### config.mk
export PLATFORM = sky130hd
export DESIGN_NAME = seq_restoring_divider_flat
export DESIGN_NICKNAME = d
export VERILOG_FILES = /design/src/rtl/seq_restoring_divider_if.sv /design/src/rtl/seq_restoring_divider.sv /design/src/flat_wrapper.sv
export SDC_FILE = /design/constraint.sdc
export NUM_CORES = 1
export LEC_CHECK = 0
export CAP_MARGIN = 10
export CORE_MARGIN = 2
export CORE_UTILIZATION = 55
export DETAILED_ROUTE_END_ITERATION = 6
export PLACE_DENSITY = 0.81
export SYNTH_ARGS = -nofsm -noshare
export SYNTH_HDL_FRONTEND = slang
export SYNTH_SLANG_ARGS = --single-unit
### constraint.sdc
create_clock -name clk -period 3.9 [get_ports clk]
set_clock_uncertainty 0.15 [all_clocks]
set_input_delay 0.78 -clock clk [delete_from_list [all_inputs] [get_ports clk]]
set_output_delay 0.78 -clock clk [all_outputs]
set_load 0.005 [all_outputs]
### src/rtl/seq_restoring_divider_if.sv
// Operand/result bundle for the sequential restoring divider.
// div_zero exists only when DIV_ZERO_DETECT_EN is defined.
interface seq_restoring_divider_if #(
   parameter int WIDTH = 32
);
   logic             start;
   logic [WIDTH-1:0] dividend;
   logic [WIDTH-1:0] divisor;
   logic [WIDTH-1:0] quotient;
   logic [WIDTH-1:0] remainder;
   logic             busy;
   logic             done;
`ifdef DIV_ZERO_DETECT_EN
   logic             div_zero;

   modport master (
      output start, dividend, divisor,
      input  quotient, remainder, busy, done, div_zero
   );

   modport slave (
      input  start, dividend, divisor,
      output quotient, remainder, busy, done, div_zero
   );
`else
   modport master (
      output start, dividend, divisor,
      input  quotient, remainder, busy, done
   );

   modport slave (
      input  start, dividend, divisor,
      output quotient, remainder, busy, done
   );
`endif
endinterface

### src/rtl/seq_restoring_divider.sv
// Unsigned restoring divider, one quotient bit per clock, fixed WIDTH-cycle latency.
// Optional macro DIV_ZERO_DETECT_EN: zero divisor short-circuits to DONE and raises div_zero.
//
// state | meaning
// IDLE  | waiting for start
// RUN   | one restoring step per cycle, WIDTH cycles total
// DONE  | results valid, done pulse; start here chains the next operation
module seq_restoring_divider #(
   parameter int WIDTH = 32
) (
   input logic                   clk,
   input logic                   rst_n,
   seq_restoring_divider_if.slave bus
);
   localparam int              CW   = $clog2(WIDTH + 1);
   localparam logic [CW-1:0]   LAST = CW'(WIDTH - 1);

   typedef enum logic [1:0] {IDLE, RUN, DONE} state_t;

   state_t           state, state_nxt;
   logic [CW-1:0]    cnt;
   logic [WIDTH-1:0] dvd_q, dvs_q, rem_q;
   logic [WIDTH-1:0] quotient_q, remainder_q;
   logic [WIDTH:0]   cand;
   logic             q_bit;
   logic [WIDTH-1:0] rem_step, dvd_step;
   logic             accept, last_step, zero_skip;

   assign accept    = bus.start && (state != RUN);
   assign last_step = (state == RUN) && (cnt == LAST);

`ifdef DIV_ZERO_DETECT_EN
   logic div_zero_q;
   assign zero_skip    = accept && (bus.divisor == '0);
   assign bus.div_zero = div_zero_q;
`else
   assign zero_skip = 1'b0;
`endif

   // cand never exceeds 2*divisor-1, so the low WIDTH bits of the difference are exact
   assign cand     = {rem_q, dvd_q[WIDTH-1]};
   assign q_bit    = (cand >= {1'b0, dvs_q});
   assign rem_step = q_bit ? (cand[WIDTH-1:0] - dvs_q) : cand[WIDTH-1:0];
   assign dvd_step = {dvd_q[WIDTH-2:0], q_bit};

   always_ff @(posedge clk or negedge rst_n) begin
      if (!rst_n) state <= IDLE;
      else        state <= state_nxt;
   end

   always_comb begin
      state_nxt = state;
      case (state)
         IDLE: if (accept) state_nxt = zero_skip ? DONE : RUN;
         RUN:  if (cnt == LAST) state_nxt = DONE;
         DONE: begin
            if (accept) state_nxt = zero_skip ? DONE : RUN;
            else        state_nxt = IDLE;
         end
         default: state_nxt = IDLE;
      endcase
   end

   always_ff @(posedge clk or negedge rst_n) begin
      if (!rst_n) begin
         cnt         <= '0;
         dvd_q       <= '0;
         dvs_q       <= '0;
         rem_q       <= '0;
         quotient_q  <= '0;
         remainder_q <= '0;
`ifdef DIV_ZERO_DETECT_EN
         div_zero_q  <= 1'b0;
`endif
      end else if (accept) begin
         dvd_q <= bus.dividend;
         dvs_q <= bus.divisor;
         rem_q <= '0;
         cnt   <= '0;
`ifdef DIV_ZERO_DETECT_EN
         if (zero_skip) begin
            quotient_q  <= '1;
            remainder_q <= bus.dividend;
            div_zero_q  <= 1'b1;
         end
`endif
      end else if (state == RUN) begin
         rem_q <= rem_step;
         dvd_q <= dvd_step;
         cnt   <= cnt + CW'(1);
         if (last_step) begin
            quotient_q  <= dvd_step;
            remainder_q <= rem_step;
`ifdef DIV_ZERO_DETECT_EN
            div_zero_q  <= 1'b0;
`endif
         end
      end
   end

   assign bus.quotient  = quotient_q;
   assign bus.remainder = remainder_q;
   assign bus.busy      = (state == RUN);
   assign bus.done      = (state == DONE);
endmodule

### src/flat_wrapper.sv
// flat-port wrapper written by rule: the top's interface ports become plain ports
module seq_restoring_divider_flat 
#(
   parameter int WIDTH = 32
)
  (clk, rst_n, bus_start, bus_dividend, bus_divisor, bus_quotient, bus_remainder, bus_busy, bus_done);
  seq_restoring_divider_if #(.WIDTH(WIDTH)) bus_i ();
  input logic clk;
  input logic rst_n;
  input wire logic [$bits(bus_i.start)-1:0] bus_start;
  input wire logic [$bits(bus_i.dividend)-1:0] bus_dividend;
  input wire logic [$bits(bus_i.divisor)-1:0] bus_divisor;
  output wire logic [$bits(bus_i.quotient)-1:0] bus_quotient;
  output wire logic [$bits(bus_i.remainder)-1:0] bus_remainder;
  output wire logic [$bits(bus_i.busy)-1:0] bus_busy;
  output wire logic [$bits(bus_i.done)-1:0] bus_done;
  assign bus_i.start = bus_start;
  assign bus_i.dividend = bus_dividend;
  assign bus_i.divisor = bus_divisor;
  assign bus_quotient = bus_i.quotient;
  assign bus_remainder = bus_i.remainder;
  assign bus_busy = bus_i.busy;
  assign bus_done = bus_i.done;
  seq_restoring_divider #(.WIDTH(WIDTH)) u_core (.clk(clk), .rst_n(rst_n), .bus(bus_i));
endmodule
* Word-level counts from Yosys, hierarchy flattened *
Cells that the tools add are included.

storage, ports and cells
  register bits after elaboration = 168
  input port bits = 67
  output and inout bits = 66

operators by class
  $add $sub $neg = 2
  $lt $le $gt $ge = 1
  eq/ne operators = 6
  multiplexer cells = 11
  bitwise gates (word level) = 1
  reductions and logical operators = 6

operators with widths
  cell                                                    number
  2-to-1 mux 32 bit                                       5
  greater-or-equal comparator 33 x 32 -> 1 bit            1
  subtractor 32 bit                                       1
  2-to-1 mux 6 bit                                        2
  adder 6 x 1 -> 6 bit (second input constant)            1
  == test 6 x 5 -> 1 bit (second input constant)          1
  inequality test 2 x 1 -> 1 bit (second input constant)  3
  case mux 2 bit (3 select lines)                         1
  2-to-1 mux 2 bit                                        2
  AND reduction 3 bit                                     1
  == test 2 x 1 -> 1 bit (second input constant)          1
  == test 2 bit (second input constant)                   1
  logical AND 1 bit                                       2
  logical NOT 2 bit                                       1
  AND reduction 2 bit                                     1
  nonzero test 2 bit                                      1
  2-to-1 mux 1 bit                                        1
  inverter 1 bit                                          1

* Longest topological paths before layout *
  word-level depth = 4
  depth in mapped cells = 12
  gate-level depth less buffers = 12

* Worst setup path before layout *
Ideal clock, no wire load.

  path kind = reg2reg
  start point = reg u_core.dvd_q[31]
  end point = reg u_core.rem_q[28]
  arrival time = 2.524 ns
  slack = 1.104 ns
  stages on the path, launching flop included = 13
  buffers on the path = 0
  path through = dfrtp_1 > inv_1 > ha_1 > inv_1 > fa_1 > a211oi_1 > or4_4 > a2111oi_2 > or2_2 > a31oi_2 > nor3_2 > and4bb_1 > o21ai_1

on the way
  cells in the longest elaborated chain, start to end = 4

RTL lines
  what                                                                                      RTL line                                                  source
  start: declaration                                                                        seq_restoring_divider.sv:22                               logic [WIDTH-1:0] dvd_q, dvs_q, rem_q;
  start signal: assignment                                                                  seq_restoring_divider.sv:76                               dvd_q <= bus.dividend;
  start signal: assignment                                                                  seq_restoring_divider.sv:89                               dvd_q <= dvd_step;
  subtractor 32 bit / greater-or-equal comparator 33 x 32 -> 1 bit (equally long branches)  seq_restoring_divider.sv:43, seq_restoring_divider.sv:42
  2-to-1 mux 32 bit *                                                                       seq_restoring_divider.sv:43                               assign rem_step = q_bit ? (cand[WIDTH-1:0] - dvs_q) : cand[WIDTH-1:0];
  2-to-1 mux 32 bit *                                                                       seq_restoring_divider.sv:87                               end else if (state == RUN) begin
  2-to-1 mux 32 bit *                                                                       seq_restoring_divider.sv:75                               end else if (accept) begin
  end signal: assignment                                                                    seq_restoring_divider.sv:88                               rem_q <= rem_step;
  end: declaration                                                                          seq_restoring_divider.sv:22

Mark *: on every way between the ends. The rest lies on a longest branch, timed or not. The select of a mux whose other input is x is not followed.
A chain may end at the register's enable or synchronous reset.

* Worst setup path after layout *
  start point = reg u_core.dvd_q[31]
  end point = reg u_core.remainder_q[24], in the netlist u_core.bus.remainder[24]

on the way
  cells in the longest elaborated chain, start to end = 2

RTL lines
  what                                                                                      RTL line                                                  source
  subtractor 32 bit / greater-or-equal comparator 33 x 32 -> 1 bit (equally long branches)  seq_restoring_divider.sv:43, seq_restoring_divider.sv:42
  2-to-1 mux 32 bit *                                                                       seq_restoring_divider.sv:43
  end signal: assignment                                                                    seq_restoring_divider.sv:93                               remainder_q <= rem_step;
  end: declaration                                                                          seq_restoring_divider.sv:23                               logic [WIDTH-1:0] quotient_q, remainder_q;

Mark *: on every way between the ends. The rest lies on a longest branch, timed or not.

==> impl_results.md <==
* Status: finished, final reports clean
* Final Slew Violations at 0
* Clock root buffer master: clkbuf_16
* Crit end category: flip-flop
* Max VDD drop at 0.505 mV
* Antenna violations before repair at 0
* Worst path cell trace: inv_1 > ha_1 > inv_1 > fa_1 > a211oi_1 > o31ai_1 > a211oi_1 > a211oi_1 > a311oi_1 > xnor2_1 > mux2i_1 > o21ai_0
* Crit path buffers/inverters at 2
* HP Class: in -> async
* Clk pin slew, worst setup/hold paths at 0.07 ns
* CP delay by family, top: compound AO/OA/AOI/OAI gates
* Vias per cell at 5.54
* Clk sinks at 168
* Total power at 10.5 mW
* WL/cell at 15.7 um
* Slowest stage delay, CP at 0.45 ns
* Die area at 17000 um^2
* # rows at 46
* Synth top area share at 47.7%
* Syn Inst Count at 941
* Startpoint Class: flip-flop
* Final number of hold-violating endpoints at 0
* Adder-Cell Fraction of Synth Area at 4.92%
* # DRC at 0
* CTS tree: done
* Synth top area cells: dfrtp_1 (48%), nand2_1 (8.3%), mux2i_1 (6.5%)
* First-pass GRT wire length at 33300 um
* Pre-antenna DRT Iters at 5
* Crit path DAT at 3.47 ns
* Area of the multi-input gates at 4220 um^2
* Starting density of the core at 55.8%
* Avg Cell Area, Syn at 9.36 um^2
* Clk_lat worst skew at 0.44 ns
* Critical-path top delay cell: a211oi_1
* Critical path data required time at 4.04 ns
* Simple-gate share of the synthesized area at 14.9%
* FMAX at 301 MHz
* Register area at 4200 um^2
* Post-DP Area at 10300 um^2
* RSZ-0062 raised after global routing: no
* ANT cells at 0
* Post-DRT Antenna Nets at 0
* Routed wire length at 20100 um
* TritonCTS Buffers at 17
* Sequential area share after synthesis at 47.7%
* Fin util at 68.7%
* Die width at 131 um
* Grt total ovfl at 0
* EDFF count, synth at 0
* DP Wirelength at 13700 um
* #FFs+latches synth at 168
* Largest net degree at the start of global routing at 72
* Top Ports at 133
* PwrDens at 965 nW/um^2
* Post-synthesis xor/xnor area fraction at 2.49%
* Worst hold slack at 0.170 ns
* Compound-Gate Fraction of Synth Area at 14.7%
* Largest family of logic cells by synthesized area: simple AND/OR/NAND/NOR gates
* Crit Path Category: reg -> reg
* Routability Congestion at 0.907
* Fraction of registers with async set/reset at 100%
* # resized after CTS at 0
* Slew HR at 21.2%
* Final min period at 3.33 ns
* Worst slew pin tran at 1.18 ns
* Syn nets at 1042
* Area growth, synth to finish at 23.1%
* Overall routing resource usage at 24.5%
* Worst slack, placed at 0.669 ns
* Mux share of post-synthesis cell area at 10.7%
* Final setup TNS at 0 ns
* Post-synth top area cell: dfrtp_1
* H-tree Lvls at 4
* Core area at 15800 um^2
* CP max FO at 3
* Synth Warn # at 0
* Synth cell types at 55
* Non-filler cells, final at 1277
* Detailed-route via count at 7071
* 1st-iter DRT viols at 505
* Leakage power at 5.01 nW
* Worst path most repeated cell: a211oi_1
* Worst Slack Setup Final at 0.573 ns
* Final period utilization at 85.3%
* Layout cell share with drive strength beyond 1 at 8.58%
* Netlist Area Pre-Place at 8810 um^2
* Vias in the first global route at 6923
* Placed Cells at 1245
* Die height at 131 um
* Main synth FF type: dfrtp_1
* Hold buffer count at CTS at 0
* Port bufs at 132
* Final setup viols at 0
* Final Cell Area at 10800 um^2
* Clk buf depth at 2
* Post-CTS Setup Inserts at 0
* Final net count at 1149
* Max-Cap Viols at 0
* Fill count at 1243
area by class of cell:
class | instances | area share, %
inverter | 46 | 1.59
timing repair buffer | 143 | 13.0
sequential | 168 | 38.8
clock buffer | 18 | 3.96
clock inverter | 14 | 1.22
multi-input combinational | 672 | 38.9
tap | 216 | 2.49
power by group:
| group | internal (mW) | total (mW) | switching (mW) |
|---|---|---|---|
| registers | 2.46 | 2.92 | 0.458 |
| logic | 2.54 | 5.91 | 3.37 |
| clock network | 0.847 | 1.63 | 0.783 |
| total | 5.85 | 10.5 | 4.61 |
layer usage:
| metal | track usage (%) | routed length [um] |
|---|---|---|
| met1 | 32.6 | 8990 |
| met5 | 0 | 0 |
| met4 | 6.38 | 285 |
| met2 | 41.9 | 9660 |
| met3 | 4.48 | 1120 |
cells in the final DEF (no fill, tap or decap), drive strengths merged, types with 12 or more instances in the layout:
cell type,synthesis,final
mux2i,57,57
a21oi,33,33
ha,33,33
nor2,24,24
clkdlybuf4s50,0,130
clkbuf,38,18
mux2,33,33
dfrtp,168,168
buf,17,13
o21ai,124,124
xnor2,14,14
nand2,194,194
inv,45,54
nand3,44,44
a21o,12,12
final timing paths:
kind	start	end	slack, ns	cells past startpoint
worst min register to register	u_core.bus.quotient[11]	u_core.bus.quotient[11]	0.32	2
worst min-delay path	rst_n	u_core.bus.quotient[7]	0.17	1
max in group asynchronous	rst_n	u_core.rem_q[16]	2.51	2
worst max-delay path	u_core.dvd_q[31]	u_core.bus.remainder[24]	0.57	12
min in group clk	u_core.bus.quotient[11]	u_core.bus.quotient[11]	0.32	2
worst max register to register	u_core.dvd_q[31]	u_core.bus.remainder[24]	0.57	12
flip-flops by register name (all words and copies together) (netlist names):
| register | flops |
|---|---|
| u_core.bus.remainder | 32 |
| u_core.state | 2 |
| u_core.bus.quotient | 32 |
| u_core.dvs_q | 32 |
| u_core.rem_q | 32 |
| u_core.cnt | 6 |
| u_core.dvd_q | 32 |
synth_stat cells (4+ instances only):
cell type	number
nand2_1	194
dfrtp_1	168
o21ai_0	106
mux2i_1	57
inv_1	45
nand3_1	43
clkbuf_1	37
a21oi_1	33
ha_1	33
mux2_2	33
nor2_1	24
o21ai_1	17
xnor2_1	14
a21o_1	12
xor2_1	11
nand4_1	9
and3_1	8
buf_1	8
a211oi_1	6
and2_1	6
buf_2	6
o31ai_1	6
o21a_1	5
o21bai_1	5
a31oi_1	4
nand2b_1	4
worst register-to-register path: stages (launching register included):
cell      delay [ns]
dfrtp_1         0.37
inv_1           0.07
ha_1            0.16
inv_1           0.05
fa_1            0.40
a211oi_1        0.45
o31ai_1         0.19
a211oi_1        0.35
a211oi_1        0.19
a311oi_1        0.40
xnor2_1         0.13
mux2i_1         0.18
o21ai_0         0.10
cells by family after synthesis:
logic type               count (synthesis)
AND/OR/NAND/NOR                        303
AO/OA/AOI/OAI                          220
flip-flops                             168
buffers and inverters                  101
multiplexers                            90
adder cells (fa/ha/maj)                 34
XOR/XNOR                                25
Power figures use the tool's default switching activity.
